$ cat src/rtl/case_mux6_reg.sv
// case_mux6_reg: registered 6-to-1 word selector.
// sel 0..5 steers data0..data5 into a registered out. sel 6/7 load
// an all-zero word and raise sel_err. Clearing en freezes all outputs.
module case_mux6_reg #(
  parameter int WIDTH = 4
) (
  input  logic             clk,
  input  logic             rst_n,
  input  logic             en,
  input  logic [2:0]       sel,
  input  logic [WIDTH-1:0] data0,
  input  logic [WIDTH-1:0] data1,
  input  logic [WIDTH-1:0] data2,
  input  logic [WIDTH-1:0] data3,
  input  logic [WIDTH-1:0] data4,
  input  logic [WIDTH-1:0] data5,
  output logic [WIDTH-1:0] out,
  output logic             out_valid,
  output logic             sel_err
);

  logic [WIDTH-1:0] word_dec;
  logic             in_range;

  logic [WIDTH-1:0] out_d, out_q;
  logic             out_valid_d, out_valid_q;
  logic             sel_err_d, sel_err_q;

  // Full decode of sel; codes 6 and 7 fall to the default zero word.
  always_comb begin
    word_dec = '0;
    in_range = 1'b1;
    case (sel)
      3'd0:    word_dec = data0;
      3'd1:    word_dec = data1;
      3'd2:    word_dec = data2;
      3'd3:    word_dec = data3;
      3'd4:    word_dec = data4;
      3'd5:    word_dec = data5;
      default: begin
        word_dec = '0;
        in_range = 1'b0;
      end
    endcase
  end

  // Next state: capture the decoded word and flags when enabled, else hold.
  always_comb begin
    out_d       = out_q;
    out_valid_d = out_valid_q;
    sel_err_d   = sel_err_q;
    if (en) begin
      out_d       = word_dec;
      out_valid_d = in_range;
      sel_err_d   = ~in_range;
    end
  end

  // Output register; reset clears everything asynchronously.
  always_ff @(posedge clk or negedge rst_n) begin
    if (!rst_n) begin
      out_q       <= '0;
      out_valid_q <= 1'b0;
      sel_err_q   <= 1'b0;
    end else begin
      out_q       <= out_d;
      out_valid_q <= out_valid_d;
      sel_err_q   <= sel_err_d;
    end
  end

  assign out       = out_q;
  assign out_valid = out_valid_q;
  assign sel_err   = sel_err_q;

endmodule

$ cat config.mk
export PLATFORM = sky130hd
export DESIGN_NAME = case_mux6_reg
export DESIGN_NICKNAME = d
export VERILOG_FILES = /design/src/rtl/case_mux6_reg.sv
export SDC_FILE = /design/constraint.sdc
export NUM_CORES = 1
export LEC_CHECK = 0
export CORE_AREA = 2 2 39 41
export DETAILED_ROUTE_END_ITERATION = 8
export DIE_AREA = 0 0 41 43
export DONT_BUFFER_PORTS = 1
export PLACE_DENSITY_LB_ADDON = 0.3
export SYNTH_ARGS = -nofsm -noshare
export SYNTH_HDL_FRONTEND = slang
export SYNTH_SLANG_ARGS = --single-unit
$ cat constraint.sdc
create_clock -name clk -period 0.8 [get_ports clk]
set_input_delay 0 -clock clk [delete_from_list [all_inputs] [get_ports clk]]
set_output_delay 0 -clock clk [all_outputs]
set_load 0.02 [all_outputs]
### Word-level counts from Yosys, hierarchy flattened

Index checks and enable logic that the tools add are counted.

* muxes and demuxes: 2
* bitwise operators: 1
* reductions and logical operators: 2
* add/sub/neg operators: 0
* multipliers: 0
* shifts and indexed selects: 0
* $lt $le $gt $ge: 0
* divide/modulo/power cells: 0
* equality and inequality tests: 5

Operators by type and width (count)
* case mux 4 bit (6 select lines): 1
* equality test 3 x 2 -> 1 bit (second input constant): 2
* equality test 3 bit (second input constant): 2
* OR reduction 6 bit: 1
* equality test 3 x 1 -> 1 bit (second input constant): 1
* logical NOT 3 bit: 1
* two-way mux 1 bit: 1
* inverter 1 bit: 1

* bits in latches: 0
* memories: 0
* logic and storage cells: 13
* output and inout bits: 6
* memory bits (read-only): 0
* memory bits (writable): 0
* input bits: 30
* register bits: 6

### Depth between registers and ports, before layout

* word-level depth: 4
* mapped depth: 4

### Worst setup path before layout

No wires, ideal clock.

* path kind: input -> register
* start: input sel[0]
* end: register out_q[0], in the netlist out[0]
* data required time: 663 ps
* cell stages on the path: 4
* data arrival time: 786 ps
* setup time: 137 ps
* path slack: -123 ps
* path buffers: 1
* cells stage by stage: buf_6 -> mux2_4 -> a222oi_1 -> a21oi_1

* word-level cells in the longest chain between the ends: 2

RTL lines
* start, declared: line 10 `input logic [2:0] sel,`
* equality test 3 bit, or another cell as far along: line 33 `case (sel)`
* case mux 4 bit (6 select lines) *: line 33
* end signal, assigned: line 66 `out_q <= out_d;`
* end, declared: line 25 `logic [WIDTH-1:0] out_d, out_q;`

Mark *: on every way between the ends. The rest lies on a longest branch, timed or not.
A chain may end at the register's enable or synchronous reset.

### Final worst setup path

* start: register out_q[2], in the netlist out[2]
* end: output out[2]

RTL lines
* end, declared: line 17 `output logic [WIDTH-1:0] out,`

No word-level cell between the ends.

==> key figures <==
Final layout
  • Multi-input gate area: 250 um2
  • Share of cells above drive strength 1: 33.3%
  • Layout Nets: 83
  • Fill count: 143
  • Area Growth Syn to Fin: 21.4%
  • Inserted Diodes: 0
  • Non-Filler Instances: 67
  • Reg area: 150 um2

Worst setup path
  • Worst path bufs/invs: 1
  • Crit Path Class: register to output pin
  • Worst path cell trace: buf_4
  • Worst path slowest cell: dfrtp_1
  • CP arrival: 0.78 ns
  • Worst Path Required: 0.80 ns
  • CP Launch Type: register
  • Crit-path max FO: 2
  • Largest delay share family, worst path: flip-flops
  • Max stage delay on crit path: 0.38 ns
  • Worst setup EP type: output pin

Die
  • # rows: 14
  • Die Span X: 41 um
  • Die ar.: 1760 um2
  • Core ar.: 1380 um2
  • Die H: 43 um
  • Initial Util: 31.2%
  • # IOs: 36

Clocking
  • CTS tree: built
  • Worst-Skew Late Latency: 0.24 ns
  • Clk buf depth: 2
  • Clk pin slew, worst setup/hold paths: 0.04 ns
  • CTS buffer count: 3
  • Hold buffers post-CTS: 1
  • Root Driver: clkbuf_4
  • Clock Sinks: 6
  • Htree depth: 1

Outcome
  • Status: finished, violations left
  • Violated checks: hold timing

Logic synthesis
  • Count leader, synth: dfrtp_1
  • Top FF cell, synth: dfrtp_1
  • Syn nets: 73
  • Warnings, synthesis: 0
  • Async SR Flop Fraction: 100%
  • Syn Std Cell Area: 432 um2
  • Synth Area per Inst: 10.0 um2
  • Post-synth top area cell: dfrtp_1
  • Synth top area cells: dfrtp_1 (35%), mux2_2 (13%), mux4_1 (6.1%), a22oi_1 (5.2%), a21oi_1 (4.6%)
  • Netlist cell types: 20
  • #FFs+latches synth: 6
  • Share of the synthesized area in the top cell type: 34.8%
  • Post-synthesis cell count: 43
  • Synth cell count leaders: dfrtp_1 (6), mux2_2 (5), nor2_1 (5)
  • Number of synthesized flops with an enable pin: 0
  • Sequential area share after synthesis: 34.8%

Timing
  • Hold_ws: -0.151 ns
  • Final Max Slew Viols: 0
  • Final Hold Viols: 6
  • Worst Max-Slew Pin Slew: 0.300 ns
  • Final min period: 0.776 ns
  • Setup slack after layout: 0.0237 ns
  • Setup violators final: 0
  • Worst slew margin: 80.0%
  • Fin crit share: 97.0%
  • Fmax: 1.29 GHz
  • Setup Skew: 0 ns
  • RSZ-0062 raised after global routing: no

Routing
  • DR WL/cell: 13.7 um
  • DRT antenna net count: 0
  • First DRT Iteration DRCs: 7
  • DRC viols: 0
  • Via count: 373
  • DRT Wirelength: 916 um
  • Router iterations before antenna repair: 4
  • Routed vias/inst: 5.57

Global route
  • GRT Resource Usage Total: 12.6%
  • Antenna violations before repair: 0
  • Gr ovfl total: 0
  • Largest net degree at the start of global routing: 13
  • First-pass GRT wire length: 1500 um
  • Vias in the first global route: 392

Placement
  • Half-perimeter wire length after detailed placement: 723 um
  • Final GP Congestion: 0.628
  • PortBufs: 0
  • Placed cells: 62
  • Pre-CTS setup slack: -0.0917 ns

Pwr
  • P per Cell Area: 1630 nW/um2
  • VDD IR max: 0.000629 V
  • Total power: 0.000857 W
  • Leakage: 0.222 nW

Flow run
  • Max cap viols: 0

Min path
  • Hold Path Class: input pin to register
[cell usage in the layout, fill, tap and decap left out, drive strengths merged]
cell type and count:
nor3 1, a22oi 3, o21ai 1, nand3 1, buf 7, a211o 2
mux2i 2, dfrtp 6, nor2b 2, a21oi 4, clkbuf 3, nor2 5
mux4 1, mux2 6, dlygate4sd3 1, a31oi 2, inv 2, o21a 1
a222oi 1
[where the power goes]
part	internal (W)	leakage, nW	total (W)	switching [W]
combinational	0.000131	0.139	0.000228	0.0000962
sequential	0.000337	0.0696	0.000358	0.0000207
clock	0.000169	0.0138	0.000271	0.000102
[path summary, 6_finish.rpt]
check | from | to | slack (ns) | cells after the start
setup / recovery | out[2] | out[2] | 0.02 | 1
hold / removal | en | out[0] | -0.15 | 1
setup reg to reg | sel_err | sel_err | 0.07 | 3
hold reg to reg | out_valid | out_valid | 0.48 | 1
max in group asynchronous | rst_n | out[0] | 0.51 | 1
min in group asynchronous | rst_n | sel_err | 0.08 | 1
[timing repair]
item                       CTS  global route
buffers inserted             0             1
hold endpoints to repair    12             6
setup endpoints to repair    0             3
resized for setup            0             3
[layer usage]
layer	share of wire (%)	vias to the layer above	GRT usage, %
li1	-	178	-
met1	44	177	15.1
met2	47	18	18.8
met3	9.0	0	5.24
met4	0	0	6.00
met5	0	-	0
[logic make-up after synthesis]
| logic type | share of synthesized area, % |
|---|---|
| buf+inv | 6.38 |
| flops | 34.8 |
| simple gates | 9.56 |
| compound gates | 22.0 |
| mux | 27.2 |
[per-stage QoR]
| stage | util (%) | cell area, um2 | setup TNS, ns |
|---|---|---|---|
| after global placement | 34.2 | 473 | -0.133 |
| after CTS | 36.5 | 505 | 0 |
| final | 37.9 | 524 | 0 |
| after floorplan | - | 437 | -0.109 |
| after detailed placement | 34.2 | 473 | -0.173 |
| after global routing | 37.9 | 524 | 0 |
[sequential cells by signal (all words and copies together) (netlist names)]
| name | count |
|---|---|
| sel_err | 1 |
| out_valid | 1 |
| out | 4 |
[layout make-up]
cell class / count / area share [%]
Tap cell: 16 / 3.82
Multi-Input combinational cell: 32 / 47.7
Sequential cell: 6 / 28.6
Inverter: 2 / 1.43
Clock buffer: 3 / 4.30
Timing Repair Buffer: 8 / 14.1
Power figures use the tool's default switching activity.
